File: config.mk
export PLATFORM = sky130hd
export DESIGN_NAME = alu_exec_unit_flat
export DESIGN_NICKNAME = d
export VERILOG_FILES = /design/src/rtl/alu_exec_if.sv /design/src/rtl/alu_exec_unit.sv /design/src/flat_wrapper.sv
export SDC_FILE = /design/constraint.sdc
export NUM_CORES = 1
export LEC_CHECK = 0
export CELL_PAD_IN_SITES_DETAIL_PLACEMENT = 1
export CELL_PAD_IN_SITES_GLOBAL_PLACEMENT = 1
export CORE_ASPECT_RATIO = 2
export CORE_UTILIZATION = 39
export DETAILED_ROUTE_END_ITERATION = 8
export PLACE_DENSITY = 0.77
export SLEW_MARGIN = 20
export SYNTH_ARGS = -nofsm -noshare
export SYNTH_HDL_FRONTEND = slang
export SYNTH_SLANG_ARGS = --single-unit
File: constraint.sdc
create_clock -name clk -period 5.13 [get_ports clk]
set_clock_uncertainty 0.15 [all_clocks]
set_input_delay 1.026 -clock clk [delete_from_list [all_inputs] [get_ports clk]]
set_output_delay 1.026 -clock clk [all_outputs]
set_load 0.01 [all_outputs]
File: src/rtl/alu_exec_if.sv
// Handshake and data bundle between the operand muxes, the execute ALU and
// the writeback / branch-resolution consumer.
interface alu_exec_if #(
    parameter int WIDTH = 32
);
    logic             in_valid;
    logic             in_ready;
    logic [3:0]       alu_sel;
    logic [WIDTH-1:0] a;
    logic [WIDTH-1:0] b;
    logic             out_valid;
    logic             out_ready;
    logic [WIDTH-1:0] result;
    logic             zf;
    logic             cf;
    logic             vf;
    logic             sf;

    // Upstream issue stage plus downstream consumer
    modport master (
        output in_valid, alu_sel, a, b, out_ready,
        input  in_ready, out_valid, result, zf, cf, vf, sf
    );

    // Execute unit
    modport slave (
        input  in_valid, alu_sel, a, b, out_ready,
        output in_ready, out_valid, result, zf, cf, vf, sf
    );
endinterface

File: src/rtl/alu_exec_unit.sv
// Execute-stage ALU: single-cycle arithmetic/logic/compare, iterative
// one-bit-per-cycle shifter, registered result and flags held until taken.
//
// state | meaning
// IDLE  | no result pending, ready for a new op
// SHIFT | iterative shift in progress, input stalled
// DONE  | result/flags valid, waiting for out_ready
module alu_exec_unit #(
    parameter int WIDTH   = 32,
    parameter int SHAMT_W = 5
) (
    input  logic      clk,
    input  logic      rst,
    input  logic      flush,
    alu_exec_if.slave bus
);
    localparam logic [3:0] ALU_ADD  = 4'd0;
    localparam logic [3:0] ALU_SUB  = 4'd1;
    localparam logic [3:0] ALU_AND  = 4'd2;
    localparam logic [3:0] ALU_OR   = 4'd3;
    localparam logic [3:0] ALU_XOR  = 4'd4;
    localparam logic [3:0] ALU_SLT  = 4'd5;
    localparam logic [3:0] ALU_SLTU = 4'd6;
    localparam logic [3:0] ALU_SLL  = 4'd7;
    localparam logic [3:0] ALU_SRL  = 4'd8;
    localparam logic [3:0] ALU_SRA  = 4'd9;

    localparam logic [1:0] S_IDLE  = 2'd0;
    localparam logic [1:0] S_SHIFT = 2'd1;
    localparam logic [1:0] S_DONE  = 2'd2;

    localparam logic [1:0] SH_LL = 2'd0;
    localparam logic [1:0] SH_RL = 2'd1;
    localparam logic [1:0] SH_RA = 2'd2;

    localparam logic [SHAMT_W-1:0] CNT_ONE = {{(SHAMT_W-1){1'b0}}, 1'b1};

    logic [1:0]         state;
    logic [WIDTH-1:0]   acc;
    logic [SHAMT_W-1:0] cnt;
    logic [1:0]         shift_kind;
    logic [WIDTH-1:0]   result_q;
    logic               zf_q, cf_q, vf_q, sf_q;

    logic               accept;
    logic               is_sub;
    logic               is_shift;
    logic [SHAMT_W-1:0] shamt;
    logic [1:0]         sel_kind;
    logic [WIDTH-1:0]   b_eff;
    logic [WIDTH:0]     sum;
    logic [WIDTH-1:0]   alu_res;
    logic               alu_cf, alu_vf;
    logic [WIDTH-1:0]   acc_step;

    // Reset and flush both block acceptance so an aborted cycle can never issue.
    assign bus.in_ready  = rst & ~flush &
                           ((state == S_IDLE) | ((state == S_DONE) & bus.out_ready));
    assign accept        = bus.in_valid & bus.in_ready;
    assign bus.out_valid = (state == S_DONE);
    assign bus.result    = result_q;
    assign bus.zf        = zf_q;
    assign bus.cf        = cf_q;
    assign bus.vf        = vf_q;
    assign bus.sf        = sf_q;

    // Shared adder: SUB is a + ~b + 1 so cf doubles as the no-borrow flag.
    assign is_sub = (bus.alu_sel == ALU_SUB);
    assign b_eff  = is_sub ? ~bus.b : bus.b;
    assign sum    = {1'b0, bus.a} + {1'b0, b_eff} + {{WIDTH{1'b0}}, is_sub};
    assign shamt  = bus.b[SHAMT_W-1:0];

    // Single-cycle result and flags; shifts report a here for the shamt==0 case.
    always_comb begin
        alu_res  = bus.b;
        alu_cf   = 1'b0;
        alu_vf   = 1'b0;
        is_shift = 1'b0;
        sel_kind = SH_LL;
        case (bus.alu_sel)
            ALU_ADD, ALU_SUB: begin
                alu_res = sum[WIDTH-1:0];
                alu_cf  = sum[WIDTH];
                alu_vf  = (bus.a[WIDTH-1] == b_eff[WIDTH-1]) &
                          (sum[WIDTH-1] != bus.a[WIDTH-1]);
            end
            ALU_AND:  alu_res = bus.a & bus.b;
            ALU_OR:   alu_res = bus.a | bus.b;
            ALU_XOR:  alu_res = bus.a ^ bus.b;
            ALU_SLT:  alu_res = {{(WIDTH-1){1'b0}}, ($signed(bus.a) < $signed(bus.b))};
            ALU_SLTU: alu_res = {{(WIDTH-1){1'b0}}, (bus.a < bus.b)};
            ALU_SLL: begin
                alu_res  = bus.a;
                is_shift = 1'b1;
                sel_kind = SH_LL;
            end
            ALU_SRL: begin
                alu_res  = bus.a;
                is_shift = 1'b1;
                sel_kind = SH_RL;
            end
            ALU_SRA: begin
                alu_res  = bus.a;
                is_shift = 1'b1;
                sel_kind = SH_RA;
            end
            default: alu_res = bus.b;
        endcase
    end

    // One bit of shift per cycle on the accumulator.
    always_comb begin
        acc_step = {acc[WIDTH-2:0], 1'b0};
        case (shift_kind)
            SH_RL:   acc_step = {1'b0, acc[WIDTH-1:1]};
            SH_RA:   acc_step = {acc[WIDTH-1], acc[WIDTH-1:1]};
            default: acc_step = {acc[WIDTH-2:0], 1'b0};
        endcase
    end

    // Control FSM, shifter datapath and output registers.
    always_ff @(posedge clk) begin
        if (!rst) begin
            state      <= S_IDLE;
            acc        <= '0;
            cnt        <= '0;
            shift_kind <= SH_LL;
            result_q   <= '0;
            zf_q       <= 1'b0;
            cf_q       <= 1'b0;
            vf_q       <= 1'b0;
            sf_q       <= 1'b0;
        end else if (flush) begin
            state <= S_IDLE;
        end else begin
            case (state)
                S_SHIFT: begin
                    acc <= acc_step;
                    cnt <= cnt - CNT_ONE;
                    if (cnt == CNT_ONE) begin
                        result_q <= acc_step;
                        zf_q     <= (acc_step == '0);
                        sf_q     <= acc_step[WIDTH-1];
                        cf_q     <= 1'b0;
                        vf_q     <= 1'b0;
                        state    <= S_DONE;
                    end
                end
                S_DONE: begin
                    if (bus.out_ready && !accept)
                        state <= S_IDLE;
                end
                default: ;
            endcase
            // Acceptance only happens in IDLE or a draining DONE, so it never
            // collides with the SHIFT branch above.
            if (accept) begin
                if (is_shift && (shamt != '0)) begin
                    acc        <= bus.a;
                    cnt        <= shamt;
                    shift_kind <= sel_kind;
                    state      <= S_SHIFT;
                end else begin
                    result_q <= alu_res;
                    zf_q     <= (alu_res == '0);
                    sf_q     <= alu_res[WIDTH-1];
                    cf_q     <= alu_cf;
                    vf_q     <= alu_vf;
                    state    <= S_DONE;
                end
            end
        end
    end
endmodule

File: src/flat_wrapper.sv
// flat-port wrapper written by rule: the top's interface ports become plain ports
module alu_exec_unit_flat 
#(
    parameter int WIDTH   = 32,
    parameter int SHAMT_W = 5
)
  (clk, rst, flush, bus_in_valid, bus_alu_sel, bus_a, bus_b, bus_out_ready, bus_in_ready, bus_out_valid, bus_result, bus_zf, bus_cf, bus_vf, bus_sf);
  alu_exec_if #(.WIDTH(WIDTH)) bus_i ();
  input  logic clk;
  input  logic rst;
  input  logic flush;
  input wire logic [$bits(bus_i.in_valid)-1:0] bus_in_valid;
  input wire logic [$bits(bus_i.alu_sel)-1:0] bus_alu_sel;
  input wire logic [$bits(bus_i.a)-1:0] bus_a;
  input wire logic [$bits(bus_i.b)-1:0] bus_b;
  input wire logic [$bits(bus_i.out_ready)-1:0] bus_out_ready;
  output wire logic [$bits(bus_i.in_ready)-1:0] bus_in_ready;
  output wire logic [$bits(bus_i.out_valid)-1:0] bus_out_valid;
  output wire logic [$bits(bus_i.result)-1:0] bus_result;
  output wire logic [$bits(bus_i.zf)-1:0] bus_zf;
  output wire logic [$bits(bus_i.cf)-1:0] bus_cf;
  output wire logic [$bits(bus_i.vf)-1:0] bus_vf;
  output wire logic [$bits(bus_i.sf)-1:0] bus_sf;
  assign bus_i.in_valid = bus_in_valid;
  assign bus_i.alu_sel = bus_alu_sel;
  assign bus_i.a = bus_a;
  assign bus_i.b = bus_b;
  assign bus_i.out_ready = bus_out_ready;
  assign bus_in_ready = bus_i.in_ready;
  assign bus_out_valid = bus_i.out_valid;
  assign bus_result = bus_i.result;
  assign bus_zf = bus_i.zf;
  assign bus_cf = bus_i.cf;
  assign bus_vf = bus_i.vf;
  assign bus_sf = bus_i.sf;
  alu_exec_unit #(.WIDTH(WIDTH), .SHAMT_W(SHAMT_W)) u_core (.clk(clk), .rst(rst), .flush(flush), .bus(bus_i));
endmodule
==> results of run 1 <==
per-stage QoR:
stage / worst slack [ns] / util / std cells / power, mW
finish: 0.04809 / 0.5233 / 1904 / 2.448
global route: -0.02386 / 0.5233 / 1904 / 2.554
detailed placement: -0.2575 / 0.5053 / 1883 / 1.692
floorplan: 0.2496 / - / 1339 / 1.166
global placement: -0.1600 / 0.5053 / 1883 / 1.663
CTS: 0.1020 / 0.5188 / 1899 / 2.420
logic make-up after synthesis:
family / count (synthesis) / synth area share
XOR/XNOR: 46 / 0.04103
multiplexers: 5 / 0.005352
adder cells (fa/ha/maj): 143 / 0.1830
buffers and inverters: 186 / 0.07658
flip-flops: 77 / 0.1570
AO/OA/AOI/OAI: 530 / 0.3498
AND/OR/NAND/NOR: 352 / 0.1873
registers in the layout, summed over array words and instances (netlist names):
register / cells
u_core.acc: 32
u_core.bus.result: 32
u_core.cnt: 5
u_core.shift_kind: 2
u_core.state: 2
u_core.bus.cf: 1
u_core.bus.sf: 1
u_core.bus.vf: 1
u_core.bus.zf: 1
per-layer routing:
metal	global-route usage	routed length [um]	vias to the layer above
li1	-	-	5437
met5	0	0	-
met4	0.2539	3405	0
met3	0.03662	1709	174
met1	0.3717	16780	5849
met2	0.6434	23250	423
cell usage after synthesis, drive strengths merged (5+ instances only):
cell type,number,area [um^2]
a211o,6,52.55
a211oi,29,227.7
a21boi,6,45.05
a21o,16,120.1
a21oi,130,661.9
a221o,5,50.05
a221oi,16,146.4
a22o,14,122.6
a22oi,39,292.8
a31oi,17,106.4
a32oi,5,43.79
and2,11,68.82
and3,15,93.84
buf,23,140.1
clkbuf,67,251.5
dfxtp,77,1541
ha,142,1777
inv,95,356.6
nand2,72,270.3
nand2b,12,75.07
nand3,59,295.3
nand4,18,118.9
nor2,73,274.0
nor2b,15,93.84
nor3,18,90.09
nor3b,6,45.04
nor4,14,87.58
nor4b,5,56.31
o211ai,12,95.09
o21a,6,45.04
o21ai,159,795.8
o21bai,8,60.06
o221a,9,101.4
o22ai,8,50.05
or4,10,75.07
xnor2,38,332.8
xor2,8,70.07
path summary, 6_finish.rpt:
path                                         endpoint  slack [ns]  cells after the start
worst max-delay path                    u_core.bus.zf        0.05                     16
worst min-delay path                    u_core.bus.cf        0.31                      2
worst max register to register  u_core.bus.result[20]        2.15                      7
worst min register to register          u_core.bus.cf        0.31                      2
worst min-delay path: stages, from the launching register on:
cell and delay [ns]:
dfxtp_1 0.31, nand2_1 0.05, o21ai_0 0.06
layout make-up:
class,instances,area (um^2),area share
Tap cell,332,415.4,0.03223
Multi-Input combinational cell,1076,7637,0.5926
Clock inverter,6,93.84,0.007281
Sequential cell,77,1541,0.1196
Timing Repair Buffer,307,2601,0.2018
Inverter,96,360.3,0.02796
Clock buffer,10,239.0,0.01854
timing repair:
item,4_1_cts,5_1_grt
setup endpoints to repair,0,5
setup buffers,0,4
resized for setup,0,21
report_power, final:
part           total (mW)  switching [mW]  internal (mW)
registers           0.623          0.0119          0.611
clock network       0.732           0.288          0.444
logic                1.09           0.613          0.480
total                2.45           0.913           1.53
==> run_results.csv, run 1 <==
group,metric,value,unit
outcome,status,"completed",
die,core_region_area,24630,um^2
setup_path,cp-startpoint,"bus_alu_sel[2]",
clocking,cts_htree_levels,3,
pwr,peakVddDrop,0.1351,mV
clocking,clk_latency,0.36,ns
synth,synth_cell_types,83,
route,remaining_drc_errors,0,
clocking,numCtsBuffers,9,
setup_path,critPathSlowestCell,"clkdlybuf4s50_1",
clocking,cts_tree,"done",
setup_path,arrival,5.19,ns
sta,fin_hold_ws,0.3141,ns
cells_and_area,fillCellCount,3131,
cells_and_area,synthToLayoutAreaGrowth,31.26,%
sta,setup_tns,0,ns
grt,grt_usage,0.3533,
clocking,cts_root_buf,"clkbuf_16",
setup_path,crit_path_end_kind,"flip-flop",
cells_and_area,mostFrequentLayoutCell,"buf_4",
sta,tightest_slew,1.207,ns
placed_design,dp_hpwl,35890,um
cells_and_area,final_cell_mix,"buf_4 (193), o21ai_0 (152), ha_1 (142)",
synth,synth-edff-count,0,
synth,ys_seq_area_frac,0.1570,
die,ios,111,
route,ant_nets,0,
synth,synth_fp_nets,1555,
route,routed_via_density,6.241,
grt,grt_pass1_wl,69570,um
synth,syn_avg_cell_area,7.333,um^2
sta,min_period_over_period,0.9906,
sta,fin_crit,5.082,ns
grt,grt_max_degree,56,
synth,synth-seq-cells,77,
die,die_area,25850,um^2
synth,syn_inst,1339,
die,fp.dieW,114.2,um
clocking,cts_buffer_depth,2,
pwr,leakage,5.453,nW
sta,hold_violations,0,
setup_path,critPathBufInv,3,
cells_and_area,drive_gt1_frac,0.1667,
cells_and_area,final_area,12890,um^2
setup_path,timing.rr.start,"u_core.cnt[1]",
grt,grt_pass1_vias,12480,
setup_path,startpoint_type,"input pin",
setup_path,max_stage_delay,0.46,ns
placed_design,postPlaceCellArea,12440,um^2
synth,synth_area,9819,um^2
pwr,p_per_area,189.9,nW/um^2
setup_path,crit_fanout,18,
synth,synthFlopType,"dfxtp_1",
setup_path,critical_path_class,"input pin to flip-flop",
die,dieHeight,226.4,um
route,num_vias,11880,
clocking,clk_pin_slew,0.06,ns
route,drt_pre_antenna_iters,7,
synth,async_flop_share,0,
route,drt-total-wl,45140,um
grt,antenna_found_initial,0,
setup_path,cp_data_required_time,5.24,ns
grt,overflow,0,
sta,fmax,0.1968,GHz
clocking,cts.sinks,77,
cells_and_area,nNetsFinal,1783,
hold_path,worstHoldStart,"u_core.bus.cf",
placed_design,portBuffers,110,
clocking,cts-hold-fix-buffers,0,
cells_and_area,antenna_cells,0,
hold_path,hp-class,"flip-flop to flip-flop",
sta,timing.slew.headroom,0.1924,
placed_design,globalplace.congestion,1.007,
setup_path,crit_path_cell_trace,"clkdlybuf4s50_1 -> nor4b_4 -> buf_6 -> buf_12 -> xnor2_1 -> ha_1 -> a21oi_1 -> o22ai_1 -> o2111ai_2 -> nand4_2 -> o21a_1 -> nor2_1 -> and4bb_2 -> o31a_1 -> or3b_1 -> o41ai_2",
route,drtIter0Drc,764,
run,maxCapViolCount,0,
sta,final-setup-viol-count,0,
die,initial_core_util,0.3987,
route,wl_per_cell,23.71,um
die,rows,81,
sta,maxSlewViolCount,0,
synth,ys_warn_count,0,
setup_path,crit_family,"compound AO/OA/AOI/OAI gates",
Power figures use the tool's default switching activity.
==> run 2, diff against run 1 <==
--- a/config.mk
+++ b/config.mk
@@ -9,9 +9,11 @@
 export CELL_PAD_IN_SITES_GLOBAL_PLACEMENT = 1
 export CORE_ASPECT_RATIO = 2
 export CORE_UTILIZATION = 39
+export CTS_BUF_LIST = sky130_fd_sc_hd__clkbuf_4 sky130_fd_sc_hd__clkbuf_8 sky130_fd_sc_hd__clkbuf_16
 export DETAILED_ROUTE_END_ITERATION = 8
 export PLACE_DENSITY = 0.77
 export SLEW_MARGIN = 20
 export SYNTH_ARGS = -nofsm -noshare
 export SYNTH_HDL_FRONTEND = slang
 export SYNTH_SLANG_ARGS = --single-unit
+export TNS_END_PERCENT = 10
==> results of run 2 <==
The final DEF is identical to that of run 1; final timing and power are the same.
